**src/rtl/fifo_seq_pkg.sv**
```systemverilog
// Shared types and width helpers for the FIFO-bank sequencer.
// Default geometry is 8 FIFOs x 8 entries x 64 bits.
package fifo_seq_pkg;

  typedef enum logic [1:0] {
    IDLE  = 2'd0,
    LOAD  = 2'd1,
    DRAIN = 2'd2,
    DONE  = 2'd3
  } state_t;

  localparam int DIM_DEF   = 8;
  localparam int DEPTH_DEF = 8;
  localparam int BITS_DEF  = 64;

  // Counter width for values 0..n-1. Returns at least 1 so that n = 1 still gives a legal vector.
  function automatic int cnt_w(input int n);
    return (n > 1) ? $clog2(n) : 1;
  endfunction

  localparam int BEAT_W = cnt_w(DEPTH_DEF);
  localparam int ROW_W  = cnt_w(DIM_DEF);
  localparam int T_W    = cnt_w(DEPTH_DEF + DIM_DEF - 1);

endpackage

```
**src/rtl/fifo_seq_ctrl_skew_window.sv**
```systemverilog
// Drain wavefront mask: FIFO i is active while i <= t < i+DEPTH.
module skew_window
  import fifo_seq_pkg::*;
#(
  parameter int DIM   = DIM_DEF,
  parameter int DEPTH = DEPTH_DEF,
  parameter int TW    = cnt_w(DEPTH_DEF + DIM_DEF - 1)
) (
  input  logic [TW-1:0]  t,
  output logic [DIM-1:0] win
);

  logic [31:0] t_ext;

  always_comb begin
    t_ext = 32'(t);
    win   = '0;
    for (int i = 0; i < DIM; i++) begin
      win[i] = (t_ext >= 32'(i)) && (t_ext < 32'(i + DEPTH));
    end
  end

endmodule

```
**src/rtl/fifo_seq_ctrl.sv**
```systemverilog
// Load/drain sequencer for a bank of DIM shift-register FIFOs.
// Build option FIFO_SEQ_HOLD_EN adds a 'hold' input that freezes the sequence in place.
module fifo_seq_ctrl
  import fifo_seq_pkg::*;
#(
  parameter int DIM   = DIM_DEF,
  parameter int DEPTH = DEPTH_DEF,
  parameter int BITS  = BITS_DEF
) (
  input  logic                clk,
  input  logic                rst,
  input  logic                start,
`ifdef FIFO_SEQ_HOLD_EN
  input  logic                hold,
`endif
  input  logic                in_valid,
  input  logic [BITS-1:0]     in_data,
  output logic                in_ready,
  output logic [DIM-1:0]      fifo_en,
  output logic [DIM*BITS-1:0] fifo_d,
  output logic [DIM-1:0]      col_valid,
  output logic                busy,
  output logic                done
);

  // state | meaning
  // IDLE  | waiting for start, all outputs quiet
  // LOAD  | accepting DEPTH beats per FIFO, row by row
  // DRAIN | skewed shift-out of all FIFOs, zeros shifted in
  // DONE  | one-cycle done pulse, then back to IDLE

  localparam int BW = cnt_w(DEPTH);
  localparam int RW = cnt_w(DIM);
  localparam int TW = cnt_w(DEPTH + DIM - 1);

  localparam logic [BW-1:0] BEAT_LAST = BW'(DEPTH - 1);
  localparam logic [RW-1:0] ROW_LAST  = RW'(DIM - 1);
  localparam logic [TW-1:0] T_LAST    = TW'(DEPTH + DIM - 2);

  state_t          state, state_nxt;
  logic [BW-1:0]   beat, beat_nxt;
  logic [RW-1:0]   row, row_nxt;
  logic [TW-1:0]   t, t_nxt;
  logic [DIM-1:0]  win;
  logic            stall;

`ifdef FIFO_SEQ_HOLD_EN
  assign stall = hold;
`else
  assign stall = 1'b0;
`endif

  skew_window #(
    .DIM   (DIM),
    .DEPTH (DEPTH),
    .TW    (TW)
  ) u_skew_window (
    .t   (t),
    .win (win)
  );

  always_ff @(posedge clk) begin
    if (rst) begin
      state <= IDLE;
      beat  <= '0;
      row   <= '0;
      t     <= '0;
    end else begin
      state <= state_nxt;
      beat  <= beat_nxt;
      row   <= row_nxt;
      t     <= t_nxt;
    end
  end

  always_comb begin
    state_nxt = state;
    beat_nxt  = beat;
    row_nxt   = row;
    t_nxt     = t;
    in_ready  = 1'b0;
    fifo_en   = '0;
    fifo_d    = '0;
    col_valid = '0;
    done      = 1'b0;
    busy      = (state != IDLE);

    unique case (state)
      IDLE: begin
        if (start && !stall) begin
          state_nxt = LOAD;
          beat_nxt  = '0;
          row_nxt   = '0;
          t_nxt     = '0;
        end
      end

      LOAD: begin
        if (!stall) begin
          in_ready = 1'b1;
          if (in_valid) begin
            // Steer the accepted beat into the FIFO selected by the current row.
            for (int i = 0; i < DIM; i++) begin
              if (row == RW'(i)) begin
                fifo_en[i]             = 1'b1;
                fifo_d[i*BITS +: BITS] = in_data;
              end
            end
            if (beat == BEAT_LAST) begin
              beat_nxt = '0;
              if (row == ROW_LAST) begin
                row_nxt   = '0;
                t_nxt     = '0;
                state_nxt = DRAIN;
              end else begin
                row_nxt = row + 1'b1;
              end
            end else begin
              beat_nxt = beat + 1'b1;
            end
          end
        end
      end

      DRAIN: begin
        if (!stall) begin
          fifo_en   = win;
          col_valid = win;
          if (t == T_LAST) begin
            t_nxt     = '0;
            state_nxt = DONE;
          end else begin
            t_nxt = t + 1'b1;
          end
        end
      end

      DONE: begin
        if (!stall) begin
          done      = 1'b1;
          state_nxt = IDLE;
        end
      end

      default: state_nxt = IDLE;
    endcase
  end

endmodule

```
**config.mk**
```make
export PLATFORM = sky130hd
export DESIGN_NAME = fifo_seq_ctrl
export DESIGN_NICKNAME = d
export VERILOG_FILES = /design/src/rtl/fifo_seq_pkg.sv /design/src/rtl/fifo_seq_ctrl_skew_window.sv /design/src/rtl/fifo_seq_ctrl.sv
export SDC_FILE = /design/constraint.sdc
export NUM_CORES = 1
export LEC_CHECK = 0
export CAP_MARGIN = 20
export CORE_AREA = 2 2 233 235
export CTS_BUF_LIST = sky130_fd_sc_hd__clkbuf_2 sky130_fd_sc_hd__clkbuf_4 sky130_fd_sc_hd__clkbuf_8
export DETAILED_ROUTE_END_ITERATION = 10
export DIE_AREA = 0 0 235 237
export GPL_TIMING_DRIVEN = 0
export PLACE_DENSITY = 0.42
export SYNTH_ARGS = -nofsm -noshare
export SYNTH_HDL_FRONTEND = slang
export SYNTH_SLANG_ARGS = --single-unit
```
**constraint.sdc**
```tcl
create_clock -name clk -period 1.9 [get_ports clk]
set_input_delay 0.19 -clock clk [delete_from_list [all_inputs] [get_ports clk]]
set_output_delay 0.19 -clock clk [all_outputs]
set_load 0.01 [all_outputs]
```
; ---- After elaboration in Yosys (flattened, before gate mapping)
; Cells that the tools add are included.
[totals]
in_bits = 68
elab_cells = 98
out_inout_bits = 531
regBits = 12
[op_classes]
add_sub_neg = 3
order_cmp = 15
n_mux = 43
n_reduce_logical = 16
n_eq_ne = 17
[ops]
columns = op, n
row1 = 512-bit two-way mux, 2
row2 = 64-bit two-way mux, 8
row3 = 4-bit less-than comparator (second input constant), 8
row4 = 4-bit two-way mux, 5
row5 = 3-bit two-way mux, 6
row6 = 4-bit by 3-bit greater-or-equal comparator with 1-bit output (second input constant), 4
row7 = 8-bit two-way mux, 2
row8 = 8-bit case mux with 2 select lines, 1
row9 = 3-bit == test (second input constant), 5
row10 = 3-bit case mux with 2 select lines, 2
row11 = 4-bit case mux with 3 select lines, 1
row12 = 1-bit two-way mux, 10
row13 = 2-bit two-way mux, 5
row14 = 2-bit != test (second input constant), 5
row15 = 5-bit AND reduction, 2
row16 = 4-bit by 2-bit greater-or-equal comparator with 1-bit output (second input constant), 2
row17 = 2-bit case mux with 4 select lines, 1
row18 = 1-bit logical AND, 7
row19 = 3-bit by 1-bit adder with 3-bit output (second input constant), 2
row20 = 3-bit by 2-bit == test with 1-bit output (second input constant), 2
row21 = 4-bit by 1-bit adder with 4-bit output (second input constant), 1
row22 = 2-bit == test (second input constant), 2
row23 = 4-bit == test (second input constant), 1
row24 = 4-bit by 1-bit greater-or-equal comparator with 1-bit output (second input constant), 1
row25 = 8 further kinds, 9

; ---- Logic depth before layout (Yosys ltp)
[logic_depth]
depth_word = 5
depth_mapped = 7

; ---- Hierarchy
; Synthesis repeated with hierarchy kept, for this count alone.
[unflattened]
cells_unflattened = 785
hier_area_um2 = 3787.4
[by_module_without_submodules]
columns = mod, n_inst, area_each_um2, seq_area_each_um2, cells_per_inst
row1 = fifo_seq_ctrl, 1, 3589.7, 240.2, 761
row2 = skew_window, 1, 197.7, 0.0, 24

; ---- Worst setup path before layout
; No wires, ideal clock.
[synth_path]
path_kind = reg2reg
startpoint = register state[1]
endpoint = register t[1]
slack_ps = 119
period_less_slack_ps = 1781
arrival_time_ps = 1715
required_ps = 1835
path_stages_with_launch = 8
path_cell_list = dfxtp_1 inv_1 ha_1 buf_6 a21boi_4 nor4_4 mux2_1 nor2_1
[synth_via]
elab_chain_len = 3
[synth_rtl]
columns = item, line
row1 = start: declaration, fifo_seq_ctrl.sv:40  ; state_t state, state_nxt;
row2 = start signal: assignment, fifo_seq_ctrl.sv:69  ; state <= state_nxt;
row3 = 2-bit by 1-bit == test with 1-bit output (tied with other cells), fifo_seq_ctrl.sv:88  ; unique case (state)
row4 = 2-bit != test (no line) / 3-bit nonzero test (equally long branches), n/a
row5 = 5-bit AND reduction (no line), n/a
row6 = end signal: assignment, fifo_seq_ctrl.sv:72  ; t <= t_nxt;
row7 = end: declaration, fifo_seq_ctrl.sv:43  ; logic [TW-1:0] t, t_nxt;
; Several ways; a longest one is shown, not always the timed one.
; A chain may end at the register's enable or synchronous reset.

; ---- Final worst setup path
[layout_path]
startpoint = register state[1]
endpoint = output port fifo_d[74]
[layout_via]
elab_chain_len = 2
[layout_rtl]
columns = item, line
row1 = 2-bit by 1-bit == test with 1-bit output, fifo_seq_ctrl.sv:88
row2 = 512-bit two-way mux, fifo_seq_ctrl.sv:88
row3 = end: declaration, fifo_seq_ctrl.sv:20  ; output logic [DIM*BITS-1:0] fifo_d,
; Every way passes these cells.

==> impl_metrics.json <==
{
  "outcome": "finished, violations left",
  "violations": "setup timing",
  "htreeDepth": 1,
  "relSlewSlack": 0.575,
  "slowest_delay_ns": 0.33,
  "first_global_vias": 7638,
  "seq_area_frac_synth": 0.0518,
  "synth_area_um2": 4640,
  "start_util": 0.0870,
  "hold_class": "reg2reg",
  "grt_pass1_wl_um": 61200,
  "first_pass_iters": 4,
  "crit_cells": 10,
  "syn_to_final_growth_pct": 231,
  "period_minus_slack_ns": 2.16,
  "clockBufferDepth": 2,
  "drv_slew": 0,
  "min-delay-start": "beat[1]",
  "routed_wl_um": 46500,
  "slowest_stage": "dfxtp_2",
  "drive_above_1_share": 0.750,
  "pre_cts_ws_ns": -1.27,
  "fin_skew_ns": 0.00345,
  "grt_max_degree": 11,
  "synth_top_family_by_area": "simple AND/OR/NAND/NOR gates",
  "clkTransAtPathRegs_ns": 0.06,
  "synth_edf_count": 0,
  "m1WireLength_um": 19500,
  "period_share": 1.14,
  "dieArea_um2": 55700,
  "p_leak_nw": 7.59,
  "synth-seq-cells": 12,
  "synthFlopType": "dfxtp_1",
  "vias_per_cell": 3.59,
  "r2r-start": "state[1]",
  "synthArstFlopShare": 0,
  "antenna_found_initial": 8,
  "tns_ns": -64.22,
  "numCtsBuffers": 3,
  "die_w_um": 235,
  "drv_cap": 0,
  "fillCellCount": 5751,
  "r2r_slack_ns": 0.01,
  "worstPathArrival_ns": 1.97,
  "clock_sinks": 12,
  "cp.required_ns": 1.71,
  "final_nets": 1556,
  "cts_root_buffer": "clkbuf_8",
  "netlist_top_cells_count": "513 x and2_1, 35 x clkbuf_2, 20 x clkbuf_1, 20 x ha_1, 14 x inv_1",
  "crit_top_cell": "buf_12",
  "syn_inst": 710,
  "fmax_ghz": 0.463,
  "yosys.area.top_type": "and2_1",
  "yosys_warnings": 0,
  "mappedNetlistNets": 798,
  "worstRegToRegCells": 8,
  "synth_xor_area_frac": 0,
  "crit_chain": "inv_2 > ha_4 > and2_4 > and3_4 > buf_12 > buf_12 > clkbuf_16 > buf_12 > and2_4 > buf_6",
  "core_um2": 53300,
  "antenna_left": 0,
  "r2r_end": "t[1]",
  "insertion_delay_ns": 0.24,
  "hold_violations": 0,
  "io_buffers": 598,
  "seq_area_um2": 262,
  "synth-simple-area-share": 0.754,
  "crit_fanout": 7,
  "place.gp.congestion": 0.795,
  "synthTopCellsByArea": "and2_1 69%, ha_1 5.4%, dfxtp_1 5.2%",
  "syn_area_per_cell_um2": 6.53,
  "synth_adder_area_share": 0.0540,
  "io_pins": 599,
  "dr_wl_met2_um": 23800,
  "synth_top_area_frac": 0.692,
  "crit_type": "reg2out",
  "layout_setup_ws_ns": -0.261,
  "rows": 85,
  "synth_cell_types": 37,
  "multi_input_area_um2": 4990,
  "cp_num_buf_inv": 6,
  "grt-ovfl-total": 0,
  "power_density_nw_per_um2": 228,
  "setup_violations": 486,
  "post-dp-hpwl_um": 30800,
  "wl_met3_um": 2360,
  "cp-end-kind": "output pin",
  "cts_tree": "built",
  "tightest_slew_ns": 0.635,
  "vias": 7776,
  "ir_drop_v": 0.000257,
  "hold_path_depth": 2,
  "track_usage": 0.151,
  "grt_setup_unrepaired": "true",
  "synth_compound_area_frac": 0.0615,
  "topRoutingLayerUsed": "met4",
  "start_kind": "flop",
  "postCtsHoldBufs": 0,
  "cp_top_family": "buffers and inverters",
  "post_drt_wl_per_cell_um": 21.5,
  "hold_ws_ns": 0.483,
  "drtIter0Drc": 214,
  "holdPathEnd": "beat[1]",
  "muxShareOfSynthArea": 0.00674,
  "die_y_um": 237,
  "drc": 0,
  "yosysMostFrequentCell": "and2_1"
}
routing by layer:
layer  vias up  track usage
met3        40       0.0226
li1       3702            -
met4         0       0.0293
met2       375        0.276
met5         -            0
met1      3659        0.187
sequential cells by signal (all words and copies together) (netlist names):
signal and flops:
t 4, beat 3, row 3, state 2
worst reg2reg max path: cells and delay by family (launching register included):
kind / cells / cell delay (ns)
AND/OR/NAND/NOR: 2 / 0.48
flip-flops: 1 / 0.33
AO/OA/AOI/OAI: 1 / 0.17
buffers and inverters: 3 / 0.31
adder cells (fa/ha/maj): 1 / 0.17
multiplexers: 1 / 0.36
per-stage QoR:
step | total power [mW] | cell area [um^2] | utilization | std cells
finish | 3.50 | 15400 | 0.289 | 2164
CTS | 3.28 | 14000 | 0.263 | 2138
global placement | 2.31 | 11500 | 0.216 | 2004
detailed placement | 2.31 | 11500 | 0.216 | 2004
global route | 3.74 | 15400 | 0.289 | 2164
floorplan | 1.24 | 4640 | - | 710
cells by family (layout without fill, tap and decap cells):
| group | after synthesis | count (layout) |
|---|---|---|
| mux | 3 | 3 |
| buf+inv | 74 | 831 |
| other cells | 0 | 1 |
| simple gates | 562 | 562 |
| compound gates | 39 | 39 |
| fa+ha+maj | 20 | 20 |
| flops | 12 | 12 |
report_power, final:
part / internal (mW) / switching (mW)
registers: 0.292 / 0.0387
clock network: 0.183 / 0.0980
logic: 1.58 / 1.31
cell usage in the layout, fill, tap and decap left out, types with 8 or more instances in the layout:
cell type        synthesis  final
buf_6                    1    384
and2_4                   1    327
and2_1                 513    187
buf_2                    4    171
clkdlybuf4s50_1          0     69
clkbuf_16                0     66
buf_8                    0     35
buf_4                    0     34
buf_12                   0     28
ha_1                    20     15
clkdlybuf4s15_2          0     14
inv_1                   14     12
nor2_1                  12     11
o21ai_0                 10     10
a21oi_1                  9      9
and3_4                   0      8
o21a_1                   8      8
worst max-delay path by stage:
stage / startpoint / endpoint / slack, ns
3_5_place_dp: in_valid / fifo_d[393] / -1.27
3_3_place_gp: in_valid / fifo_d[83] / -1.22
5_1_grt: state[1] / fifo_d[78] / -0.33
2_1_floorplan: state[1] / t[1] / 0.12
4_1_cts: state[1] / fifo_d[7] / -0.30
6_report: state[1] / fifo_d[74] / -0.26
final cells by class:
type                            count  area share
Buffer                             54      0.0831
Inverter                           14     0.00342
Tap cell                          696      0.0566
Multi-Input combinational cell    624       0.325
Clock buffer                        4     0.00358
Sequential cell                    12      0.0170
Antenna cell                        1    0.000163
Timing Repair Buffer              759       0.511
what timing repair did:
item | CTS | global route
pin swaps | 10 | 7
cloned | 38 | 11
setup buffers | 93 | 28
setup endpoints to repair | 530 | 530
resized for setup | 2737 | 430
No activity file was read; power rests on OpenSTA's default activity.
